$ cat config.mk
export PLATFORM = sky130hd
export DESIGN_NAME = if_stage
export DESIGN_NICKNAME = d
export VERILOG_FILES = /design/src/rtl/if_stage.sv
export SDC_FILE = /design/constraint.sdc
export NUM_CORES = 1
export LEC_CHECK = 0
export ABC_AREA = 1
export BUFFER_PORTS_ARGS = -buffer_cell sky130_fd_sc_hd__buf_2
export CORE_MARGIN = 3
export CORE_UTILIZATION = 30
export DETAILED_ROUTE_END_ITERATION = 10
export GPL_TIMING_DRIVEN = 0
export SYNTH_ARGS = -nofsm -noshare
export SYNTH_HDL_FRONTEND = slang
export SYNTH_SLANG_ARGS = --single-unit
$ cat constraint.sdc
create_clock -name clk -period 4.4 [get_ports clk]
set_input_delay 0.88 -clock clk [delete_from_list [all_inputs] [get_ports clk]]
set_output_delay 0.88 -clock clk [all_outputs]
set_load 0.02 [all_outputs]
$ cat src/rtl/if_stage.sv
// rtl/if_stage.sv - instruction fetch stage with single-outstanding imem handshake and IF/ID register
//
// Ports:
//   clk, rst_n                 clock, asynchronous active-low reset
//   pc_select, jump_target     redirect request and target address
//   stop                       load-use stall (freezes PC and IF/ID)
//   jump_reset                 flush: IF/ID becomes a bubble
//   imem_req, imem_addr        fetch request toward instruction memory
//   imem_ready                 memory accepts the request this cycle
//   imem_rvalid, imem_rdata    fetched instruction return
//   inst_D, pc_D, valid_D      IF/ID pipeline register
`timescale 1ns/1ps

module if_stage #(
    parameter logic [31:0] RESET_PC = 32'h0000_0000,
    parameter logic [31:0] NOP_INST = 32'h0000_0013
) (
    input  logic        clk,
    input  logic        rst_n,
    input  logic        pc_select,
    input  logic [31:0] jump_target,
    input  logic        stop,
    input  logic        jump_reset,
    output logic        imem_req,
    output logic [31:0] imem_addr,
    input  logic        imem_ready,
    input  logic        imem_rvalid,
    input  logic [31:0] imem_rdata,
    output logic [31:0] inst_D,
    output logic [31:0] pc_D,
    output logic        valid_D
);

    typedef enum logic [1:0] {
        S_REQ  = 2'd0,
        S_WAIT = 2'd1,
        S_HOLD = 2'd2,
        S_DROP = 2'd3
    } state_t;

    state_t      state;
    logic [31:0] pc;
    logic [31:0] hold_buf;
    logic        started;
    logic        accept;
    logic        deliver;
    logic [31:0] deliver_data;
    logic [31:0] pc_next;

    // started keeps imem_req low until the first edge after reset release
    assign imem_req  = started && (state == S_REQ);
    assign imem_addr = pc;
    assign accept    = imem_req && imem_ready;

    // A fetched word reaches IF/ID only when not stalled and not redirected
    assign deliver = !stop && !pc_select &&
                     (((state == S_WAIT) && imem_rvalid) || (state == S_HOLD));
    assign deliver_data = (state == S_HOLD) ? hold_buf : imem_rdata;

    always_comb begin
        pc_next = pc;
        if (pc_select) begin
            pc_next = jump_target & 32'hFFFF_FFFC;
        end else if (deliver) begin
            pc_next = pc + 32'd4;
        end
    end

    always_ff @(posedge clk or negedge rst_n) begin
        if (!rst_n) begin
            state    <= S_REQ;
            pc       <= RESET_PC & 32'hFFFF_FFFC;
            hold_buf <= 32'h0;
            started  <= 1'b0;
            inst_D   <= NOP_INST;
            pc_D     <= 32'h0;
            valid_D  <= 1'b0;
        end else begin
            started <= 1'b1;
            pc      <= pc_next;

            case (state)
                S_REQ: begin
                    // An accepted request under redirect must still be drained
                    if (accept) begin
                        state <= pc_select ? S_DROP : S_WAIT;
                    end
                end
                S_WAIT: begin
                    if (imem_rvalid) begin
                        if (pc_select) begin
                            state <= S_REQ;
                        end else if (stop) begin
                            hold_buf <= imem_rdata;
                            state    <= S_HOLD;
                        end else begin
                            state <= S_REQ;
                        end
                    end else if (pc_select) begin
                        state <= S_DROP;
                    end
                end
                S_HOLD: begin
                    if (pc_select || !stop) begin
                        state <= S_REQ;
                    end
                end
                S_DROP: begin
                    if (imem_rvalid) begin
                        state <= S_REQ;
                    end
                end
                default: state <= S_REQ;
            endcase

            if (jump_reset) begin
                inst_D  <= NOP_INST;
                valid_D <= 1'b0;
            end else if (stop) begin
                inst_D  <= inst_D;
                valid_D <= valid_D;
            end else if (deliver) begin
                inst_D  <= deliver_data;
                pc_D    <= pc;
                valid_D <= 1'b1;
            end else begin
                inst_D  <= NOP_INST;
                valid_D <= 1'b0;
            end
        end
    end

endmodule

Word level (Yosys, flattened, before mapping)
Cells that the tools add are included.
{"block": "word_totals", "word_cells": 51, "in_bits": 71, "reg_bits": 132, "output_inout_bits": 98}
{"block": "op_classes", "n_addsub": 1, "n_eq_ne": 8, "muxes": 18, "n_reduce_logical": 14, "bitwise": 3}
{"op": "32-bit two-way mux", "n": 6}
{"op": "32-bit by 3-bit adder with 32-bit output (second input constant)", "n": 1}
{"op": "2-bit two-way mux", "n": 8}
{"op": "2-bit case mux with 4 select lines", "n": 1}
{"op": "4-bit AND reduction", "n": 2}
{"op": "1-bit logical AND", "n": 5}
{"op": "2-bit == test (second input constant)", "n": 2}
{"op": "2-bit by 1-bit inequality test with 1-bit output (second input constant)", "n": 2}
{"op": "2-bit inequality test (second input constant)", "n": 2}
{"op": "1-bit two-way mux", "n": 3}
{"op": "3-bit inequality test (second input constant)", "n": 1}
{"op": "1-bit inverter", "n": 3}
{"op": "3-bit AND reduction", "n": 1}
{"op": "2-bit by 1-bit == test with 1-bit output (second input constant)", "n": 1}
{"op": "1-bit zero test", "n": 2}
{"op": "2-bit zero test", "n": 1}
{"op": "1-bit logical OR", "n": 2}
{"op": "2-bit nonzero test", "n": 1}

Logic depth before layout (Yosys ltp)
Gate-level depths: netlist of run 1.
{"block": "logic_depth", "depth_word": 7, "depth_mapped": 10, "depth_no_buf": 10}

Worst setup path before layout of run 1
No wires, ideal clock.
{"block": "synth_timing", "path_kind": "input to register", "startpoint": "in pc_select", "endpoint": "reg hold_buf[23]", "t_arrival_ns": 1.790, "required_time_ns": 4.279, "n_path_buf": 3, "setup_time_ns": 0.121, "path_slack_ns": 2.490, "cell_stages": 8, "path_cell_list": "buf_4 > inv_6 > nand2_1 > or2_1 > buf_2 > buf_2 > nand2_1 > o21ai_1"}
{"block": "synth_via", "elab_chain_len": 2}
{"item": "start, declared", "line": "20", "source": "input logic pc_select,"}
{"item": "1-bit inverter (no line)"}
{"item": "4-bit AND reduction (no line)"}
{"item": "end signal, assigned", "line": "94", "source": "hold_buf <= imem_rdata;"}
{"item": "end, declared", "line": "43", "source": "logic [31:0] hold_buf;"}
No other way between the ends.
A chain may end at the register's enable or synchronous reset.

Worst setup path in the final report of run 1
{"block": "layout_timing", "startpoint": "reg state[1]", "endpoint": "out imem_req"}
{"block": "layout_via", "elab_chain_len": 2}
{"item": "start, declared", "line": "41", "source": "state_t state;"}
{"item": "start signal, assigned", "line": "86", "source": "state <= pc_select ? S_DROP : S_WAIT;"}
{"item": "2-bit zero test", "line": "51", "source": "assign imem_req = started && (state == S_REQ);"}
{"item": "1-bit logical AND", "line": "51"}
{"item": "end, declared", "line": "24", "source": "output logic imem_req,"}
No other way between the ends.

==> results of run 1 <==
power groups by stage:
stage	registers [µW]	logic (µW)	clock network (µW)
global route	1840	1720	1540
CTS	1790	1540	1490
global placement	1800	1520	0
floorplan	2040	729	0
detailed placement	1810	1540	0
finish	1800	1520	1460
per-stage QoR:
step	cell area, µm²	std cells	util [%]
final	8010	1262	39.5
after global routing	8010	1262	39.5
after CTS	8010	1262	39.5
after detailed placement	7400	1230	36.5
after global placement	7370	1229	36.3
after floorplan	6230	798	-
state kept, by name (all words and copies together), names as in the netlist:
| name | count |
|---|---|
| hold_buf | 32 |
| inst_D | 32 |
| imem_addr | 30 |
| pc_D | 30 |
| state | 2 |
| started | 1 |
| valid_D | 1 |
final timing paths:
kind                                               start                   endpoint  slack [ns]  cells after the start
worst max-delay path                state[1]$_DFFE_PN0P_                   imem_req        2.19                      2
worst min-delay path                               rst_n     inst_D[19]$_DFFE_PN0P_        0.42                      1
worst max register to register  imem_addr[3]$_DFFE_PN0P_  imem_addr[24]$_DFFE_PN0P_        2.45                      8
worst min register to register      pc_D[10]$_DFFE_PN0P_       pc_D[10]$_DFFE_PN0P_        0.47                      2
max in group asynchronous                          rst_n      inst_D[4]$_DFFE_PN1P_        3.22                      2
min in group clk                    pc_D[10]$_DFFE_PN0P_       pc_D[10]$_DFFE_PN0P_        0.47                      2
layer usage:
metal  global-route usage, %  part of all wire (%)  up-vias
li1                        -                     -     2904
met3                    4.75                   6.1       17
met1                    24.0                    48     2690
met5                       0                     0        -
met4                    4.57                   1.3        0
met2                    25.3                    45      162
area by class of cell:
class                           count  share of cell area, %
Tap cell                          270                   4.22
Clock buffer                       18                   5.48
Multi-Input combinational cell    547                   31.0
Inverter                           85                   4.11
Sequential cell                   128                   40.0
Buffer                             38                   2.59
Clock inverter                     14                   2.08
Timing Repair Buffer              162                   10.5
cell usage after synthesis (3+ instances only):
library cell / instances / area share, %
o211ai_1: 5 / 0.60
nand3_1: 43 / 3.5
o21bai_1: 5 / 0.60
buf_4: 8 / 0.97
inv_1: 80 / 4.8
nor2_1: 58 / 3.5
nor2_2: 3 / 0.30
o21ai_0: 37 / 3.0
buf_2: 16 / 1.3
nand2_4: 3 / 0.54
dfstp_2: 3 / 1.3
o21ai_1: 95 / 7.7
o221ai_1: 3 / 0.42
xor2_1: 9 / 1.3
clkbuf_1: 12 / 0.72
dfrtp_1: 125 / 50
nand2_1: 252 / 15
a21oi_1: 13 / 1.0
nand4_1: 3 / 0.30
cells by family (layout without fill, tap and decap cells):
group	after synthesis	count (layout)	share of synthesized area [%]
adder cells (fa/ha/maj)	1	1	0.201
buffers and inverters	123	317	8.64
other	2	5	0.121
AND/OR/NAND/NOR	370	370	24.4
XOR/XNOR	10	10	1.41
AO/OA/AOI/OAI	161	161	13.6
flip-flops	128	128	51.6
worst max-delay path, delay by kind of cell (launching register included):
kind / cells / cell delay (ns)
flip-flops: 1 / 0.45
buffers and inverters: 1 / 0.21
AND/OR/NAND/NOR: 1 / 0.26
==> impl_metrics.ini, run 1 <==
[logic_synthesis]
synth_area_per_cell_um2 = 7.82
synth.distinct_cells = 35
async_reset_ff_share_pct = 100
synth_warnings = 0
synthFlopType = dfrtp_1
syn_area_um2 = 6210
syn_inst = 795
yosysSeqAreaShare_pct = 51.6
synth-seq-cells = 128
synth_edf_count = 0

[final_layout]
seqCellArea_um2 = 3210
multi_input_area_um2 = 2480
layout_common_cells = nand2_1, buf_2, dfrtp_1
nets = 1051
antenna_cells = 0
n_fill_cell = 2153
drive_gt1_share_pct = 23.9
syn2layout_area_growth_pct = 28.9
final_common_cell = nand2_1

[run]
drv_cap = 0

[setup_path]
cp_cell_sequence = nor3b_1 > buf_2
start_kind = flop
worstSetupPathType = flop to output port
critPathCaptureType = output port
cp_max_fo = 5
cpPeakStageDelay_ns = 0.45
required_ns = 3.52
crit_slowest_cell = dfrtp_1
crit_arrival_ns = 1.33

[power_and_ir_drop]
p_leak_uw = 0.00416
vdd_drop_max_uv = 254
power_uw = 4780
seq_power_share_pct = 37.5
p_int_uw = 2910
power.density_nw_per_um2 = 597
switchingPower_uw = 1870
swShare_pct = 39.2
combPwrFrac_pct = 31.9
power_frac_clock_pct = 30.6

[timing]
slew_headroom_pct = 58.6
holdWs_ns = 0.418
drv_slew = 0
fin_crit_ns = 2.21
setup_tns_ns = 0
setup-violations-final = 0
fin_ws_ns = 2.19
final.period_utilization_pct = 50.2
max_freq_mhz = 453
fin_worst_skew_ns = 0.0107
hold_violations = 0
rsz0062_at_grt = false
tightest_slew_ns = 0.621

[cts]
tritoncts = built
clock_latency_ns = 0.42
htreeDepth = 4
cts-buffers-inserted = 17
post_cts_buffers = 0
cts_hold_buf = 0
cts-resized-gates = 0
clockBufferDepth = 2
cts.sinks = 128
clk_pin_slew_worst_paths_ns = 0.06
cts_root_buf = clkbuf_16

[grt]
grt_usage_pct = 16.9
gr-total-overflow = 0
grt_max_degree = 70
first_global_vias = 5481
grt_antenna_before_repair = 0
grt_pass1_wl_mm = 29.6

[detailed_routing]
vias_per_cell = 4.57
drc = 0
vias = 5773
wirelength_mm = 18.8
drt-initial-drc-count = 307
first_pass_iters = 5
wire_per_inst_um = 14.9
ant_nets = 0

[floorplan]
num_rows = 52
core_area_um2 = 20300
start_util_pct = 30.6
ios = 169
die_area_um2 = 22500
die_w_um = 150
die_h_um = 150

[place]
place_ws_ns = 2.27
port_buffers = 161
gp_congestion = 0.884
dp_hpwl_mm = 14.0

[outcome]
run_status = complete, no violations

[worst_hold_path]
hp-class = input port to asynchronous set/reset pin
(Power assumes the default switching activity.)
==> run 2, diff against run 1 <==
==> constraint.sdc (replaced) <==
create_clock -name clk -period 2.2 [get_ports clk]
set_input_delay 0.44 -clock clk [delete_from_list [all_inputs] [get_ports clk]]
set_output_delay 0.44 -clock clk [all_outputs]
set_load 0.02 [all_outputs]
==> run 2 against run 1 <==
  * Die area stayed put
  * Clock skew is 0.0013 ns lower
  * Largest power group unchanged
  * Highest routed layer unchanged
  * Non-clock buffer count is 1 higher
  * Global-route usage stayed put
  * Sequential power is 99% higher
  * Register-to-register slack worse by 2.1 ns
  * Sequential cell count stayed put
  * Clock power is 100% higher
  * Count of clock-buffer cells in the layout stayed put
  * Worst hold slack worse by 0.19 ns
==> impl_metrics.ini, run 2 (same netlist as run 1, synthesis figures left out) <==
[floorplan]
ios = 169
die_area_um2 = 22500
die_w_um = 150
start_util_pct = 30.6
core_area_um2 = 20300
num_rows = 52
die_h_um = 150

[final_layout]
layout_common_cells = nand2_1, buf_2, dfrtp_1
fin_area_um2 = 8020
nets = 1052
final_common_cell = nand2_1
drive_gt1_share_pct = 24.0
antenna_cells = 0
top_regs = hold_buf: 32 flops, inst_D: 32 flops
syn2layout_area_growth_pct = 29.1

[cts]
clk_pin_slew_worst_paths_ns = 0.07
cts_root_buf = clkbuf_16
cts.sinks = 128
clockBufferDepth = 2
cts-buffers-inserted = 17
clock_latency_ns = 0.42
tritoncts = built
htreeDepth = 4
post_cts_buffers = 0

[detailed_routing]
ant_nets = 0
wirelength_mm = 18.8
drt-initial-drc-count = 299
first_pass_iters = 4
drc = 0
vias = 5764
vias_per_cell = 4.56
wire_per_inst_um = 14.8

[timing]
drv_slew = 0
slew_headroom_pct = 58.8
fin_crit_ns = 1.85
setup-violations-final = 0
fin_worst_skew_ns = 0.00945
hold_violations = 0
max_freq_mhz = 541
fin_ws_ns = 0.351
final.period_utilization_pct = 84.0
holdWs_ns = 0.227
tightest_slew_ns = 0.618
rsz0062_at_grt = false
setup_tns_ns = 0

[setup_path]
worstSetupStartpoint = imem_addr[3]$_DFFE_PN0P_
crit_arrival_ns = 2.15
required_ns = 2.51
cp_max_fo = 6
critPathCaptureType = flop
start_kind = flop
r2r_start = imem_addr[3]$_DFFE_PN0P_
worstSetupPathType = flop to flop

[place]
post_dp_cell_area_um2 = 7400
port_buffers = 161
gp_congestion = 0.884
place_ws_ns = 0.285
dp_hpwl_mm = 14.0

[power_and_ir_drop]
p_leak_uw = 0.00417
vdd_drop_max_uv = 507
power.density_nw_per_um2 = 1190

[grt]
grt_max_degree = 70
grt_antenna_before_repair = 0
grt_pass1_wl_mm = 29.6
grt_usage_pct = 16.9
first_global_vias = 5481
gr-total-overflow = 0

[worst_hold_path]
hp-class = input port to flop
hp-start = jump_target[6]

[outcome]
run_status = complete, no violations

[run]
drv_cap = 0
[run 2: cell count changes in the layout (fill, tap and decap cells not counted), sizes merged]
cell	change
dlygate4sd3	+1
[run 2: timing repair]
| action | CTS | global route |
|---|---|---|
| gates resized for setup | 0 | 1 |
| setup endpoints to repair | 0 | 1 |
| endpoints found under the hold margin | 5 | 0 |
| hold buffers | 1 | 0 |
[run 2: report_power, final]
group	switching, µW	total (µW)	internal, µW
logic	2030	3050	1020
clock network	1180	2920	1740
registers	524	3590	3070
total	3740	9560	5820
[run 2: per-layer routing]
metal	vias up	GRT usage [%]	share of wire [%]
li1	2904	-	-
met1	2684	24.0	48
met2	160	25.3	45
met3	16	4.75	6.6
met4	0	4.57	1.2
met5	-	0	0
[run 2: layout make-up]
| cell class | count | area [µm²] |
|---|---|---|
| Tap cell | 270 | 338 |
| Clock buffer | 18 | 439 |
| Fill cell | 2151 | 12300 |
| Timing Repair Buffer | 163 | 850 |
| Multi-Input combinational cell | 547 | 2480 |
| Sequential cell | 128 | 3210 |
| Clock inverter | 14 | 166 |
| Inverter | 85 | 329 |
| Buffer | 38 | 208 |
[run 2: per-stage QoR]
stage / utilization, % / total power [µW] / instances
after floorplan: - / 5530 / 798
final: 39.5 / 9560 / 1263
after CTS: 39.5 / 9660 / 1263
after global placement: 36.3 / 6640 / 1229
after detailed placement: 36.5 / 6700 / 1230
after global routing: 39.5 / 10200 / 1263
[run 2: final timing paths]
| kind | end | slack (ns) | cells after the start |
|---|---|---|---|
| setup reg to reg | imem_addr[24]$_DFFE_PN0P_ | 0.35 | 8 |
| hold / removal | imem_addr[6]$_DFFE_PN0P_ | 0.23 | 3 |
| setup / recovery | imem_addr[24]$_DFFE_PN0P_ | 0.35 | 8 |
| hold reg to reg | pc_D[10]$_DFFE_PN0P_ | 0.47 | 2 |
| max in group asynchronous | inst_D[4]$_DFFE_PN1P_ | 0.88 | 3 |
| min in group asynchronous | inst_D[19]$_DFFE_PN0P_ | 0.55 | 2 |
[run 2: critical path: stages (launching register included)]
cell     delay (ns)
dfrtp_1        0.48
ha_1           0.27
nand2_1        0.07
nor2_1         0.24
nand2_1        0.16
nor2_2         0.25
nand3_1        0.10
nand3_1        0.10
nand3_1        0.06
